`config.mk`:
```
export PLATFORM = sky130hd
export DESIGN_NAME = alu_issue_stage
export DESIGN_NICKNAME = d
export VERILOG_FILES = /design/src/rtl/alu_issue_stage_pkg.sv /design/src/rtl/alu_issue_stage_regfile.sv /design/src/rtl/alu_issue_stage.sv
export SDC_FILE = /design/constraint.sdc
export NUM_CORES = 2
export LEC_CHECK = 0
export CORE_UTILIZATION = 36
export CTS_CLUSTER_DIAMETER = 60
export CTS_CLUSTER_SIZE = 12
export DETAILED_ROUTE_END_ITERATION = 7
export PLACE_DENSITY_LB_ADDON = 0.1
export SLEW_MARGIN = 15
export SYNTH_ARGS = -nofsm -noshare
export SYNTH_HDL_FRONTEND = slang
export SYNTH_HIERARCHICAL = 1
export SYNTH_SLANG_ARGS = --single-unit
export TNS_END_PERCENT = 30
```
`constraint.sdc`:
```
create_clock -name i_clk -period 40.9 [get_ports i_clk]
set_input_delay 4.09 -clock i_clk [delete_from_list [all_inputs] [get_ports i_clk]]
set_output_delay 4.09 -clock i_clk [all_outputs]
set_load 0.02 [all_outputs]
```
`src/rtl/alu_issue_stage_pkg.sv`:
```
// ---------------------------------------------------------------------------
// alu_issue_stage_pkg
//
// Shared definitions for the ALU issue stage and its register file:
//   - datapath / register-index / opsel widths
//   - the main_alu operation encoding (opsel values travel through the issue
//     stage untouched, but the bench and main_alu agree on them here)
//   - a small helper that tests one source operand against an in-flight
//     destination register
// ---------------------------------------------------------------------------
package alu_issue_stage_pkg;

   localparam int RV_XLEN    = 32;
   localparam int NREG_DEF   = 32;
   localparam int REG_ADDR_W = 5;
   localparam int OPSEL_W    = 4;

   typedef logic [REG_ADDR_W-1:0] reg_addr_t;
   typedef logic [OPSEL_W-1:0]    opsel_t;

   typedef enum logic [OPSEL_W-1:0] {
      ALU_ADD  = 4'h0,
      ALU_SUB  = 4'h1,
      ALU_AND  = 4'h2,
      ALU_OR   = 4'h3,
      ALU_XOR  = 4'h4,
      ALU_SLL  = 4'h5,
      ALU_SRL  = 4'h6,
      ALU_SRA  = 4'h7,
      ALU_SLT  = 4'h8,
      ALU_SLTU = 4'h9
   } alu_op_e;

   // True when a used, non-zero source register matches a valid in-flight
   // destination. x0 never creates a dependency since it always reads zero.
   function automatic logic src_hit(input logic      used,
                                    input reg_addr_t rs,
                                    input logic      vld,
                                    input reg_addr_t rd);
      return used && (rs != '0) && vld && (rs == rd);
   endfunction

endpackage

```
`src/rtl/alu_issue_stage_regfile.sv`:
```
// ---------------------------------------------------------------------------
// alu_issue_stage_regfile
//
// Architectural integer register file for the ALU issue stage.
//   - two combinational read ports; index 0 always reads zero
//   - one synchronous write port; writes to index 0 are discarded
//   - asynchronous active-high reset clears every entry
// No write-through path: the issue stage's forwarding mux already supplies
// the value being written when a read and a write hit the same index.
//
// Ports:
//   i_clk, i_rst              clock, async active-high reset
//   i_raddr1 / o_rdata1       read port 1
//   i_raddr2 / o_rdata2       read port 2
//   i_we, i_waddr, i_wdata    write port
// ---------------------------------------------------------------------------
module alu_issue_stage_regfile
   import alu_issue_stage_pkg::*;
#(
   parameter int XLEN = RV_XLEN,
   parameter int NREG = NREG_DEF
) (
   input  logic            i_clk,
   input  logic            i_rst,
   input  reg_addr_t       i_raddr1,
   output logic [XLEN-1:0] o_rdata1,
   input  reg_addr_t       i_raddr2,
   output logic [XLEN-1:0] o_rdata2,
   input  logic            i_we,
   input  reg_addr_t       i_waddr,
   input  logic [XLEN-1:0] i_wdata
);

   logic [XLEN-1:0] regs [NREG];

   always_ff @(posedge i_clk or posedge i_rst) begin
      if (i_rst) begin
         for (int i = 0; i < NREG; i++) begin
            regs[i] <= '0;
         end
      end else if (i_we && (i_waddr != '0)) begin
         regs[i_waddr] <= i_wdata;
      end
   end

   assign o_rdata1 = (i_raddr1 == '0) ? '0 : regs[i_raddr1];
   assign o_rdata2 = (i_raddr2 == '0) ? '0 : regs[i_raddr2];

endmodule

```
`src/rtl/alu_issue_stage.sv`:
```
// ---------------------------------------------------------------------------
// alu_issue_stage
//
// Issue stage in front of main_alu. Accepts one decoded ALU instruction per
// cycle over a valid/ready handshake, reads its sources from the internal
// register file (or takes the result currently leaving main_alu), registers
// op1/op2/opsel into main_alu, follows the instruction through the ALU's
// one-cycle latency, writes the result back and reports it on a retire port.
//
// Pipeline positions:
//   E1 : operand registers o_op1/o_op2/o_opsel + vld_p1/rd_p1
//   E2 : vld_p2/rd_p2, aligned with i_aluout
//   retire : o_ret_valid/o_ret_rd/o_ret_data, one cycle after writeback
//
// Ports:
//   i_clk, i_rst                   clock, async active-high reset
//   i_valid / o_ready              instruction handshake (o_ready = !hazard)
//   i_rs1, i_rs2, i_rd             register indices
//   i_imm, i_pc                    immediate and PC operand candidates
//   i_use_imm, i_use_pc            operand selects (op2 = imm, op1 = pc)
//   i_opsel                        ALU operation, passed through
//   o_op1, o_op2, o_opsel          registered operands to main_alu
//   i_aluout                       main_alu result (valid while E2 is valid)
//   o_ret_valid, o_ret_rd, o_ret_data  retire report
// ---------------------------------------------------------------------------
module alu_issue_stage
   import alu_issue_stage_pkg::*;
#(
   parameter int XLEN = RV_XLEN,
   parameter int NREG = NREG_DEF
) (
   input  logic                  i_clk,
   input  logic                  i_rst,
   input  logic                  i_valid,
   output logic                  o_ready,
   input  logic [REG_ADDR_W-1:0] i_rs1,
   input  logic [REG_ADDR_W-1:0] i_rs2,
   input  logic [REG_ADDR_W-1:0] i_rd,
   input  logic [XLEN-1:0]       i_imm,
   input  logic [XLEN-1:0]       i_pc,
   input  logic                  i_use_imm,
   input  logic                  i_use_pc,
   input  logic [OPSEL_W-1:0]    i_opsel,
   output logic [XLEN-1:0]       o_op1,
   output logic [XLEN-1:0]       o_op2,
   output logic [OPSEL_W-1:0]    o_opsel,
   input  logic [XLEN-1:0]       i_aluout,
   output logic                  o_ret_valid,
   output logic [REG_ADDR_W-1:0] o_ret_rd,
   output logic [XLEN-1:0]       o_ret_data
);

   // Source operand value: x0 is zero, the result leaving main_alu wins over
   // the register file (this also covers a same-cycle write and read of one
   // index), otherwise the register file. A match on rd 0 cannot occur here
   // because rs 0 has already been filtered out.
   function automatic logic [XLEN-1:0] pick_src(input reg_addr_t       rs,
                                                input logic [XLEN-1:0] rf_data,
                                                input logic            fwd_vld,
                                                input reg_addr_t       fwd_rd,
                                                input logic [XLEN-1:0] fwd_data);
      if (rs == '0) begin
         return '0;
      end
      if (fwd_vld && (rs == fwd_rd)) begin
         return fwd_data;
      end
      return rf_data;
   endfunction

   logic            vld_p1;
   reg_addr_t       rd_p1;
   logic            vld_p2;
   reg_addr_t       rd_p2;

   logic [XLEN-1:0] rf_rdata1;
   logic [XLEN-1:0] rf_rdata2;
   logic            wb_we;

   logic            haz_rs1;
   logic            haz_rs2;
   logic            xfer;
   logic [XLEN-1:0] op1_nxt;
   logic [XLEN-1:0] op2_nxt;

   alu_issue_stage_regfile #(
      .XLEN (XLEN),
      .NREG (NREG)
   ) u_regfile (
      .i_clk    (i_clk),
      .i_rst    (i_rst),
      .i_raddr1 (i_rs1),
      .o_rdata1 (rf_rdata1),
      .i_raddr2 (i_rs2),
      .o_rdata2 (rf_rdata2),
      .i_we     (wb_we),
      .i_waddr  (rd_p2),
      .i_wdata  (i_aluout)
   );

   // The only stall source is a producer sitting in E1: its result does not
   // exist yet. A producer in E2 is covered by forwarding i_aluout. Sources
   // replaced by pc/imm are not read, so they never stall.
   assign haz_rs1 = src_hit(!i_use_pc,  i_rs1, vld_p1, rd_p1);
   assign haz_rs2 = src_hit(!i_use_imm, i_rs2, vld_p1, rd_p1);
   assign o_ready = !(haz_rs1 || haz_rs2);
   assign xfer    = i_valid && o_ready;

   always_comb begin
      op1_nxt = i_use_pc  ? i_pc
                          : pick_src(i_rs1, rf_rdata1, vld_p2, rd_p2, i_aluout);
      op2_nxt = i_use_imm ? i_imm
                          : pick_src(i_rs2, rf_rdata2, vld_p2, rd_p2, i_aluout);
   end

   // Writes to x0 are dropped here (and again inside the register file);
   // the instruction still retires.
   assign wb_we = vld_p2 && (rd_p2 != '0);

   // ---- issue -> E1 : operand registers feeding main_alu --------------
   always_ff @(posedge i_clk or posedge i_rst) begin
      if (i_rst) begin
         vld_p1  <= 1'b0;
         rd_p1   <= '0;
         o_op1   <= '0;
         o_op2   <= '0;
         o_opsel <= '0;
      end else begin
         vld_p1 <= xfer;
         if (xfer) begin
            rd_p1   <= i_rd;
            o_op1   <= op1_nxt;
            o_op2   <= op2_nxt;
            o_opsel <= i_opsel;
         end
      end
   end

   // ---- E1 -> E2 : main_alu result becomes valid ----------------------
   always_ff @(posedge i_clk or posedge i_rst) begin
      if (i_rst) begin
         vld_p2 <= 1'b0;
         rd_p2  <= '0;
      end else begin
         vld_p2 <= vld_p1;
         rd_p2  <= rd_p1;
      end
   end

   // ---- E2 -> retire : writeback edge, report follows ------------------
   always_ff @(posedge i_clk or posedge i_rst) begin
      if (i_rst) begin
         o_ret_valid <= 1'b0;
         o_ret_rd    <= '0;
         o_ret_data  <= '0;
      end else begin
         o_ret_valid <= vld_p2;
         if (vld_p2) begin
            o_ret_rd   <= rd_p2;
            o_ret_data <= i_aluout;
         end
      end
   end

endmodule

```
After elaboration in Yosys (flattened, before gate mapping)
Cells that the tools add are included.
Widths: inputs -> output; s select.
Cells by class
  reduce and logical (&&, ||, !) cells: 21
  $lt $le $gt $ge: 4
  shift operators: 0
  bitwise logic cells: 3
  equality and inequality tests: 4
  mux-type cells: 27
  divide/modulo/power cells: 0
  multipliers: 0
  add/subtract/negate cells: 0
Operators by type and width (count)
  $bwmux 1024: 1
  $mux 32: 17
  $bmux 32 s5: 2
  $demux 32 s5: 1
  $eq 5x5->1: 4
  $ge 6x6->1 const B: 3
  $not 5->6: 3
  $reduce_bool 5->1: 3
  $logic_and 1x1->1: 12
  $logic_not 5->1: 2
  $lt 6x1->1 const B: 1
  $mux 1: 6
  $logic_not 1->1: 3
  $logic_or 1x1->1: 1
Storage, ports and cells
  input port bits: 120
  ROM bits: 0
  word-level logic and storage cells: 101
  memories kept: 0
  output and inout port bits: 107
  latch bits: 0
  register bits: 1142
  bits in writable memories: 0

Longest topological paths before layout
  depth after elaboration: 8
  gate-level depth with buffers: 11
  gate-level depth less buffers: 6

Modules after synthesis
The synthesis kept the hierarchy.
By module, submodules not included
  alu_issue_stage_regfile: times used 1, sequential area each 25624.6 µm², area an instance 54732.5 µm², cells an instance 3692
  alu_issue_stage: times used 1, sequential area each 2952.8 µm², area an instance 6189.7 µm², cells an instance 598

Worst setup path before layout
Ideal clock, no wire load.
  path kind: input to output
  start point: input port i_rs2[0]
  end point: output port o_ready
  setup slack: 31581 ps
  path buffers: 2
  stages on the path: 6
  data arrival time: 5229 ps
  required time: 36810 ps
  cell sequence: xor2_1 -> nor4_1 -> nand4_1 -> buf_2 -> clkbuf_1 -> and2_1
Between the ends
  longest elaborated chain between the ends: 6
  elaborated cells between the ends (all ways): 7
  those cells by class: 1 x eq/ne; 6 x reduce/logical
RTL lines
  start: declaration: line alu_issue_stage.sv:37  | input logic [REG_ADDR_W-1:0] i_rs2,
  $reduce_bool 5->1: line alu_issue_stage_pkg.sv:40  | return used && (rs != '0) && vld && (rs == rd);
  $logic_and 1x1->1 (2 in series): line alu_issue_stage_pkg.sv:40
  $logic_and 1x1->1 *: line alu_issue_stage_pkg.sv:40
  $logic_or 1x1->1 *: line alu_issue_stage.sv:106  | assign o_ready = !(haz_rs1 || haz_rs2);
  $logic_not 1->1 *: line alu_issue_stage.sv:106
  end: declaration: line alu_issue_stage.sv:35  | output logic o_ready,
Every way passes the cells marked *; elsewhere a longest branch is shown, timed or not.

Worst setup path after layout
  start point: input port i_rs1[2]
  end point: output port o_ready
Between the ends
  longest elaborated chain between the ends: 6
  elaborated cells between the ends (all ways): 7
  those cells by class: 1 x eq/ne; 6 x reduce/logical
RTL lines
  start: declaration: line alu_issue_stage.sv:36  | input logic [REG_ADDR_W-1:0] i_rs1,
  $reduce_bool 5->1: line alu_issue_stage_pkg.sv:40
  $logic_and 1x1->1 (2 in series): line alu_issue_stage_pkg.sv:40
  $logic_and 1x1->1 *: line alu_issue_stage_pkg.sv:40
  $logic_or 1x1->1 *: line alu_issue_stage.sv:106
  $logic_not 1->1 *: line alu_issue_stage.sv:106
Marked as above.

==> reports/results.ini <==
[run_status]
status = complete, no violations

[finish]
fillers = 15500
nets = 4403
area_growth_pct = 14.1
drive_gt1_share_pct = 43.6

[die]
dieArea_mm2 = 0.171
rows = 150
core_mm2 = 0.168
initial_utilization_pct = 36.4
die_w_um = 413
die_h_um = 413
io_pins = 227

[sta]
hold_viol = 0
tns_ns = 0
whs_ns = 0.396
slew_viol_final = 0
setup_slack_ns = 29.47
worst_pin_slew_ns = 1.23
rsz0062_at_grt = no
slew_headroom_pct = 18.1
post-route-min-period_ns = 11.43
clock_skew_ns = 0.0345
setup-violations-final = 0
finalCritPeriodShare_pct = 28.0
max_freq_mhz = 87.5

[synthesis]
ys_ff_latch = 1142
synth.distinct_cells = 57
synth.avg_cell_area_um2 = 14.2
syn-cell-area_mm2 = 0.0609
ys_seq_area_share_pct = 46.9
synth_cells = 4290
synth-main-ff-cell = dfrtp_1
ys.warnings.count = 6
ys_async_sr_fraction_pct = 100
syn-num-nets = 4410
synth_edf_count = 0

[clocking]
path_clk_slew_ns = 0.05
ctsResizeCount = 0
htree_num_levels = 4
cts_setup_buffers = 0
cts_hold_buf = 0
clk_latency_ns = 0.79
cts_tree = done
cts-buffers-inserted = 139
max-clock-path-buffers = 3
cts_root_buf = clkbuf_16
cts.sinks = 1142

[power_and_ir_drop]
worst_ir_drop_vdd_mv = 0.0453
leakage_nw = 28.7
power_mw = 4.16
power_density_mw_per_mm2 = 59.9

[worst_setup_path]
worst_path_largest_cell_delay_ns = 0.81
slowest_stage = buf_4
critPathKind = input port to output pin
critPathMaxFanout = 70
critPathCaptureType = output pin
startpoint_type = input port
cp.required_ns = 36.81
critical_path.top_delay_family = buffers and inverters
path_cells = clkbuf_8, buf_4, xor2_1, nor4_1, nand4_1, and2_1, clkdlybuf4s50_1
crit_buf_inv = 3
critPathArrivalTime_ns = 7.34

[route]
first_pass_iters = 5
antenna_left = 0
first_iter_violations = 3922
num_vias = 41400
routed_wl_mm = 239
via_per_inst = 6.27
drc = 0
wl_per_cell_um = 36.2

[placed_design]
dpl_worst_slack_ns = 29.56
portBuffers = 226
place_congestion = 0.803
dp_hpwl_mm = 133

[grt]
groute.usage.overall_pct = 28.0
grt_pass1_vias = 42100
grt_pass1_wl_mm = 338
grt.overflow.total = 0
antenna_found_initial = 13
grt_max_degree = 167

[run]
drv_cap = 0

[min_path]
min_path_type = flip-flop to flip-flop

sequential cells by signal (all words and copies together) (netlist names):
| register | cells |
|---|---|
| u_regfile/regs | 1024 |
| vld_p2 | 1 |
| o_opsel | 4 |
| rd_p2 | 5 |
| o_op2 | 32 |
| rd_p1 | 5 |
| o_op1 | 32 |
| o_ret_data | 32 |
| vld_p1 | 1 |
| o_ret_valid | 1 |
| o_ret_rd | 5 |
cell type report:
class                   count  area [um2]  area share (%)
multi-input cells        2644       30100            43.3
flip-flops and latches   1142       28600            41.1
clock buffers             180        4030            5.80
repair buffers            352        3270            4.70
well taps                2204        2760            3.97
clock inverters            59         718            1.03
inverters                   4        27.5          0.0396
diodes                      8        20.0          0.0288
power breakdown:
part	total (mW)	switching [mW]	internal [mW]
combinational	1.06	0.413	0.647
clock	1.30	0.527	0.774
sequential	1.80	0.294	1.51
synth_stat cells (5+ instances only):
| library cell | count | area [um2] |
|---|---|---|
| nand3_1 | 12 | 60.1 |
| buf_1 | 50 | 188 |
| mux2_2 | 1074 | 12100 |
| a21oi_1 | 45 | 225 |
| a31oi_1 | 196 | 1230 |
| xor2_1 | 16 | 140 |
| nand2_1 | 107 | 402 |
| nor2_1 | 23 | 86.3 |
| nor3_1 | 35 | 175 |
| a311oi_1 | 8 | 70.1 |
| nand3b_1 | 6 | 45.0 |
| and4_1 | 64 | 561 |
| a211oi_1 | 37 | 278 |
| clkbuf_1 | 271 | 1020 |
| nor4_1 | 18 | 113 |
| buf_6 | 42 | 473 |
| o221ai_1 | 21 | 184 |
| a22o_1 | 42 | 368 |
| mux2i_1 | 271 | 2710 |
| buf_4 | 20 | 150 |
| buf_2 | 103 | 515 |
| a2111oi_0 | 29 | 254 |
| o32ai_1 | 16 | 140 |
| dfrtp_1 | 1142 | 28600 |
| nor2b_1 | 42 | 263 |
| buf_12 | 5 | 100 |
| mux2_4 | 9 | 135 |
| buf_8 | 6 | 90.1 |
| and2_1 | 22 | 138 |
| o22ai_1 | 40 | 250 |
| a22oi_1 | 77 | 578 |
| mux4_2 | 397 | 8940 |
layout by cell type (no fill, tap or decap), drive strengths merged, types with 6 or more instances in the layout:
| cell | synthesis | routed |
|---|---|---|
| nand3 | 12 | 12 |
| clkinv | 1 | 25 |
| mux4 | 397 | 397 |
| dfrtp | 1142 | 1142 |
| and2 | 22 | 22 |
| diode | 0 | 8 |
| a31oi | 196 | 196 |
| nor4 | 21 | 21 |
| a311oi | 8 | 8 |
| clkbuf | 274 | 181 |
| a21oi | 45 | 45 |
| nor2b | 42 | 42 |
| mux2 | 1083 | 1083 |
| clkdlybuf4s50 | 0 | 212 |
| nor2 | 23 | 23 |
| inv | 3 | 17 |
| a211oi | 37 | 37 |
| clkinvlp | 0 | 9 |
| mux2i | 271 | 271 |
| a2111oi | 32 | 32 |
| a22o | 42 | 42 |
| buf | 226 | 139 |
| xor2 | 16 | 16 |
| bufinv | 0 | 12 |
| nor3 | 35 | 35 |
| and4 | 64 | 64 |
| nand3b | 6 | 6 |
| o22ai | 40 | 40 |
| o221ai | 21 | 21 |
| nand2 | 107 | 107 |
| a22oi | 77 | 77 |
| o32ai | 16 | 16 |
path summary, 6_finish.rpt:
| kind | from | to | slack, ns | cells after the start |
|---|---|---|---|---|
| hold / removal | u_regfile/regs[1020] | u_regfile/regs[1020] | 0.40 | 0 |
| min in group asynchronous | i_rst | o_opsel[1] | 3.95 | 2 |
| setup reg to reg | vld_p2 | o_op1[7] | 36.63 | 6 |
| max in group asynchronous | i_rst | u_regfile/regs[557] | 32.94 | 6 |
| hold reg to reg | u_regfile/regs[1020] | u_regfile/regs[1020] | 0.40 | 0 |
| setup / recovery | i_rs1[2] | o_ready | 29.47 | 7 |
through the flow:
step / instance area (um2) / utilization (%) / std cells
floorplan: 60900 / - / 4290
global placement: 64700 / 38.6 / 6346
detailed placement: 64700 / 38.6 / 6346
CTS: 69500 / 41.5 / 6585
global route: 69500 / 41.5 / 6585
finish: 69500 / 41.5 / 6593
cell families (layout without fill, tap and decap cells):
logic type	after synthesis	count (layout)	synth area share, %
buf+inv	504	595	4.22
xor+xnor	20	20	0.288
mux	1751	1751	39.2
simple gates	352	352	3.37
flops	1142	1142	46.9
compound gates	521	521	6.01
other cells	0	8	0
layer usage:
metal	wire [um]	part of all wire (%)	global-route usage (%)	vias to the layer above
li1	-	-	-	16600
met1	106000	44	39.8	22600
met2	109000	46	42.9	1713
met3	15800	6.6	5.25	418
met4	8250	3.5	9.69	4
met5	27	0.011	0	-
Note: power is estimated with default switching activity, not from simulation.
